## config.mk

```make
export PLATFORM = sky130hd
export DESIGN_NAME = mult_div_sequencer
export DESIGN_NICKNAME = d
export VERILOG_FILES = /design/src/rtl/mult_div_sequencer_pkg.sv /design/src/rtl/mult_div_sequencer_step.sv /design/src/rtl/mult_div_sequencer.sv
export SDC_FILE = /design/constraint.sdc
export NUM_CORES = 1
export LEC_CHECK = 0
export BUFFER_PORTS_ARGS = -buffer_cell sky130_fd_sc_hd__clkbuf_2
export CAP_MARGIN = 20
export CORE_MARGIN = 5
export CORE_UTILIZATION = 60
export DETAILED_ROUTE_END_ITERATION = 8
export GPL_ROUTABILITY_DRIVEN = 0
export MAX_ROUTING_LAYER = met4
export PLACE_DENSITY = 0.82
export SLEW_MARGIN = 10
export SYNTH_ARGS = -nofsm -noshare
export SYNTH_HDL_FRONTEND = slang
export SYNTH_SLANG_ARGS = --single-unit
```

## constraint.sdc

```tcl
create_clock -name clk -period 5.26 [get_ports clk]
set_input_delay 1.578 -clock clk [delete_from_list [all_inputs] [get_ports clk]]
set_output_delay 1.578 -clock clk [all_outputs]
set_load 0.01 [all_outputs]
```

## src/rtl/mult_div_sequencer_pkg.sv

```systemverilog
// Shared encodings for the multicycle MULT/DIV engine: opcode values,
// sequencer state codes and the default operand width.
package mult_div_sequencer_pkg;

  localparam int unsigned WIDTH_DEF = 32;

  localparam logic OP_MULT = 1'b0;
  localparam logic OP_DIV  = 1'b1;

  typedef enum logic [2:0] {
    MD_IDLE = 3'd0,
    MD_LOAD = 3'd1,
    MD_RUN  = 3'd2,
    MD_FIX  = 3'd3,
    MD_DONE = 3'd4
  } md_state_t;

endpackage

```

## src/rtl/mult_div_sequencer_step.sv

```systemverilog
// One combinational iteration of the unsigned-magnitude engine:
// shift-add multiply step or restoring divide step on {acc, aux}.
module md_step
  import mult_div_sequencer_pkg::*;
#(
  parameter int unsigned WIDTH = WIDTH_DEF
) (
  input  logic             op,
  input  logic [WIDTH-1:0] acc,
  input  logic [WIDTH-1:0] aux,
  input  logic [WIDTH-1:0] operand,
  output logic [WIDTH-1:0] acc_next,
  output logic [WIDTH-1:0] aux_next
);

  logic [WIDTH:0]   sum;
  logic [WIDTH:0]   rem_sh;
  logic [WIDTH-1:0] diff;

  always_comb begin
    sum      = {1'b0, acc} + (aux[0] ? {1'b0, operand} : '0);
    rem_sh   = {acc, aux[WIDTH-1]};
    // Only consumed when rem_sh >= operand, so the result always fits WIDTH bits.
    diff     = rem_sh[WIDTH-1:0] - operand;
    acc_next = sum[WIDTH:1];
    aux_next = {sum[0], aux[WIDTH-1:1]};
    if (op == OP_DIV) begin
      if (rem_sh >= {1'b0, operand}) begin
        acc_next = diff;
        aux_next = {aux[WIDTH-2:0], 1'b1};
      end else begin
        acc_next = rem_sh[WIDTH-1:0];
        aux_next = {aux[WIDTH-2:0], 1'b0};
      end
    end
  end

endmodule

```

## src/rtl/mult_div_sequencer.sv

```systemverilog
// Multicycle signed MULT/DIV sequencer: latches operands, iterates md_step
// WIDTH times on magnitudes, applies signs and writes HI/LO.
module mult_div_sequencer
  import mult_div_sequencer_pkg::*;
#(
  parameter int unsigned WIDTH = WIDTH_DEF,
  parameter int unsigned CNT_W = 6
) (
  input  logic             clk,
  input  logic             reset_in,
  input  logic             start,
  input  logic             op,
  input  logic [WIDTH-1:0] a_in,
  input  logic [WIDTH-1:0] b_in,
  output logic             busy,
  output logic             done,
  output logic             DIV0,
  output logic             HiLoWrite,
  output logic [WIDTH-1:0] hi_out,
  output logic [WIDTH-1:0] lo_out
);

  md_state_t        state;
  logic             op_r;
  logic [WIDTH-1:0] a_r;
  logic [WIDTH-1:0] b_r;
  logic             sign_a;
  logic             sign_b;
  logic [WIDTH-1:0] operand;
  logic [WIDTH-1:0] acc;
  logic [WIDTH-1:0] aux;
  logic [CNT_W-1:0] cnt;
  logic             div0;

  logic [WIDTH-1:0]   acc_next;
  logic [WIDTH-1:0]   aux_next;
  logic [2*WIDTH-1:0] prod_s;
  logic [WIDTH-1:0]   quot_s;
  logic [WIDTH-1:0]   rem_s;
  logic [WIDTH-1:0]   res_hi;
  logic [WIDTH-1:0]   res_lo;

  md_step #(.WIDTH(WIDTH)) u_step (
    .op       (op_r),
    .acc      (acc),
    .aux      (aux),
    .operand  (operand),
    .acc_next (acc_next),
    .aux_next (aux_next)
  );

  always_comb begin
    prod_s = {acc, aux};
    if (sign_a ^ sign_b)
      prod_s = '0 - {acc, aux};
    quot_s = (sign_a ^ sign_b) ? ('0 - aux) : aux;
    rem_s  = sign_a ? ('0 - acc) : acc;
    if (op_r == OP_DIV) begin
      res_hi = rem_s;
      res_lo = quot_s;
    end else begin
      res_hi = prod_s[2*WIDTH-1:WIDTH];
      res_lo = prod_s[WIDTH-1:0];
    end
  end

  always_ff @(posedge clk) begin
    if (reset_in) begin
      state     <= MD_IDLE;
      op_r      <= OP_MULT;
      a_r       <= '0;
      b_r       <= '0;
      sign_a    <= 1'b0;
      sign_b    <= 1'b0;
      operand   <= '0;
      acc       <= '0;
      aux       <= '0;
      cnt       <= '0;
      div0      <= 1'b0;
      busy      <= 1'b0;
      done      <= 1'b0;
      DIV0      <= 1'b0;
      HiLoWrite <= 1'b0;
      hi_out    <= '0;
      lo_out    <= '0;
    end else begin
      unique case (state)
        MD_IDLE: begin
          if (start) begin
            op_r  <= op;
            a_r   <= a_in;
            b_r   <= b_in;
            busy  <= 1'b1;
            state <= MD_LOAD;
          end
        end
        MD_LOAD: begin
          sign_a <= a_r[WIDTH-1];
          sign_b <= b_r[WIDTH-1];
          acc    <= '0;
          cnt    <= '0;
          div0   <= (op_r == OP_DIV) && (b_r == '0);
          if (op_r == OP_DIV) begin
            operand <= b_r[WIDTH-1] ? ('0 - b_r) : b_r;
            aux     <= a_r[WIDTH-1] ? ('0 - a_r) : a_r;
          end else begin
            operand <= a_r[WIDTH-1] ? ('0 - a_r) : a_r;
            aux     <= b_r[WIDTH-1] ? ('0 - b_r) : b_r;
          end
          // Divide-by-zero skips RUN but still retires through FIX, two edges after accept.
          state <= ((op_r == OP_DIV) && (b_r == '0)) ? MD_FIX : MD_RUN;
        end
        MD_RUN: begin
          acc <= acc_next;
          aux <= aux_next;
          cnt <= cnt + 1'b1;
          if (cnt == CNT_W'(WIDTH - 1))
            state <= MD_FIX;
        end
        MD_FIX: begin
          done <= 1'b1;
          if (div0) begin
            DIV0 <= 1'b1;
          end else begin
            HiLoWrite <= 1'b1;
            hi_out    <= res_hi;
            lo_out    <= res_lo;
          end
          state <= MD_DONE;
        end
        MD_DONE: begin
          done      <= 1'b0;
          DIV0      <= 1'b0;
          HiLoWrite <= 1'b0;
          busy      <= 1'b0;
          state     <= MD_IDLE;
        end
        default: state <= MD_IDLE;
      endcase
    end
  end

endmodule

```

==> impl_results.md <==
- Outcome: completed
- TritonCTS clock tree: yes
- Initial antenna violation count: 0
- Post-DP HPWL: 36.09 mm
- Top cells by count, synth: nand2_1, dfxtp_1, nor2_1
- Maxcap violations: 0
- DP Area: 16,940 µm²
- Nets@finish: 2,339
- Mapped Area: 16,240 µm²
- Total setup buffers inserted after CTS: 0
- Congestion Overflow GR: 0
- Peak Freq: 241.4 MHz
- Iteration-0 DRC Markers: 1,929
- Share of layout cells above drive strength 1: 11.10%
- Total GRT Usage: 31.66%
- Relative slew margins: 24.43%
- Yosys top cell by area: dfxtp_1
- Largest net degree at the start of global routing: 116
- Core area: 26,800 µm²
- Synth async-reset ratio: 0%
- Drt via density: 6.498
- TNS Setup: 0 ps
- Clock Latency Late Sink: 550 ps
- # hold bufs at CTS: 0
- Vias after detailed routing: 16,622
- CP delay by family, top: compound AO/OA/AOI/OAI gates
- Share of the synthesized area in the top cell type: 29.71%
- Hold Crit Class: reg -> reg
- Critical Path Most Common Cell: a221oi_1
- Max rail drop VDD: 0.0002472 V
- Count of warnings emitted by yosys: 0
- Flop pwr share: 35.0%
- DRC Markers: 0
- Resized Gates After CTS: 0
- Avg WL per Cell: 19.38 µm
- Final setup vio count: 0
- Die ar.: 30,460 µm²
- Synth Area per Inst: 7.536 µm²
- Final instance area: 17,920 µm²
- First-pass GRT wire length: 78.33 mm
- Worst Path Buf+Inv: 2
- CP Capture Type: register
- Die Wd: 174.5 µm
- Antenna Nets Post-Route: 0
- Seq/Total Area, Yosys: 29.71%
- CP Cell Sequence: inv_1 -> buf_4 -> nor2_1 -> ha_1 -> a21o_1 -> a221oi_1 -> nand3_1 -> a211oi_1 -> a21oi_1 -> a221oi_1 -> xnor2_1 -> a22oi_1 -> o21ai_0
- IO Port Bufs: 135
- Clk buf depth: 3
- Seq cells post-synth: 241
- Pre-antenna DRT Iters: 6
- WS Path Type: reg -> reg
- Ant. Diodes: 0
- Fin. Hold Viols: 0
- Root Buffer: clkbuf_16
- Top-count cell post-synth: nand2_1
- Synth-to-Final Area Change: 10.37%
- Syn Inst Count: 2,155
- Crit-path slowest cell: inv_1
- Slew Viols, Final: 0
- CTS clk-pin slew, worst paths: 60 ps
- Total I/O pin count: 136
- Final core utilization: 66.88%
- CP max stage delay: 620 ps
- Combinational share of power: 30.6%
- Synth top area cells: dfxtp_1, nand2_1, a21oi_1, nor2_1, ha_1
- Row count: 60
- Pwr Total: 0.005875 W
- Syn Nets: 2,294
- CTS Buf Count: 26
- Peak fanout along the critical path: 23
- Int Pwr: 0.003823 W
- Unrepaired setup endpoints after global routing: false
- H-tree lvl count: 1
- Final WL: 49.56 mm
- Die height: 174.5 µm
- Period Utilization, post-route: 78.76%
- Vias in the first global route: 15,217
- P_leak: 7.176 nW
- Clock Power Share: 34.4%
- Main flop type after synthesis: dfxtp_1
- Number of flops mapped to enable cells by yosys: 0
- Count of different cell masters after synthesis: 84
- Crit path arrival time: 4570 ps
- Starting Density: 60.60%
- Crit path time final: 4143 ps
- Clock Sinks: 241
- Startpoint Class: register
- NetSw: 0.002052 W
- Critical Path RT: 5690 ps
- Fin Hold WS: 451.3 ps
- Clock Skews: 9.226 ps
- Pwr Density: 327.7 nW/µm²
- Switching Share: 34.92%
- Worst-margin pin slew: 1130 ps
[layout by cell type, fill, tap and decap left out, types with 14 or more instances in the layout]
cell       netlist  layout
nor3_1          28      27
a211oi_1        88      88
xnor2_1         96      96
xor2_1          72      72
or3_1           24      24
buf_4            0      20
mux2i_1         50      50
clkbuf_16        0      26
a22oi_1         22      22
inv_1           67      67
nand2_1        308     307
a31oi_1         17      17
nand3_1         22      22
ha_1            69      69
a21o_1          39      39
o31ai_1         34      34
o211ai_1        34      34
dfxtp_1        241     240
nor2_1         232     230
clkbuf_2         1     134
or4_1           14      14
o21a_1          22      22
a21oi_1        220     220
o21ai_0        117     117
[through the flow]
stage          std cells  worst slack, ps
5_1_grt             2558            956.4
2_1_floorplan       2155             2063
3_3_place_gp        2510             1474
4_1_cts             2555             1272
3_5_place_dp        2510             1315
6_report            2558             1117
[cell type report]
type,instances,area [µm²]
inverters,69,259.0
clock buffers,30,695.7
well taps,341,426.7
flip-flops and latches,241,4828
clock inverters,15,244.0
multi-input cells,1704,10600
fillers,2270,8876
repair buffers,158,874.6
[path summary, 6_finish.rpt]
check | startpoint | to | slack [ps] | cells past startpoint
worst min-delay path | hi_out[2] | hi_out[2] | 450 | 2
worst max-delay path | aux[0] | acc[24] | 1120 | 13
worst min register to register | hi_out[2] | hi_out[2] | 450 | 2
worst max register to register | aux[0] | acc[24] | 1120 | 13
[registers in the layout (all words and copies together), names as in the netlist]
name and count:
DIV0 1, HiLoWrite 1, a_r 32, acc 32
aux 32, b_r 32, busy 1, cnt 6
div0 1, done 1, hi_out 32, lo_out 32
op_r 1, operand 32, sign_a 1, sign_b 1
state 3
[worst register-to-register path, cell delays in order (launching register included)]
cell	delay, ps
dfxtp_1	380
inv_1	630
buf_4	360
nor2_1	80
ha_1	190
a21o_1	190
a221oi_1	550
nand3_1	210
a211oi_1	470
a21oi_1	240
a221oi_1	350
xnor2_1	100
a22oi_1	170
o21ai_0	110
[power by group through the flow]
| stage | combinational [W] | sequential [W] | clock (W) |
|---|---|---|---|
| 6_report | 0.00180 | 0.00205 | 0.00202 |
| 5_1_grt | 0.00193 | 0.00206 | 0.00211 |
| 4_1_cts | 0.00174 | 0.00205 | 0.00203 |
| 3_5_place_dp | 0.00172 | 0.00209 | 0 |
| 3_3_place_gp | 0.00169 | 0.00208 | 0 |
| 2_1_floorplan | 0.00131 | 0.00203 | 0 |
[layer usage]
layer	share of wire [%]	wire length (µm)	GRT usage [%]
met1	42	20790	42.86
met2	42	20980	46.39
met3	10	5154	4.850
met4	5.3	2641	15.16
met5	0	0	-
[cells by family after synthesis]
| kind of cell | count (synthesis) | synth area share (%) |
|---|---|---|
| xor gates and xnor gates | 168 | 9.060 |
| AOI/OAI and AO/OA | 695 | 27.59 |
| DFF | 241 | 29.71 |
| adders and majority gates | 71 | 5.562 |
| muxes | 54 | 3.359 |
| buffers and inverters | 210 | 5.185 |
| and+or+nand+nor | 716 | 19.54 |
Power figures use the tool's default switching activity.
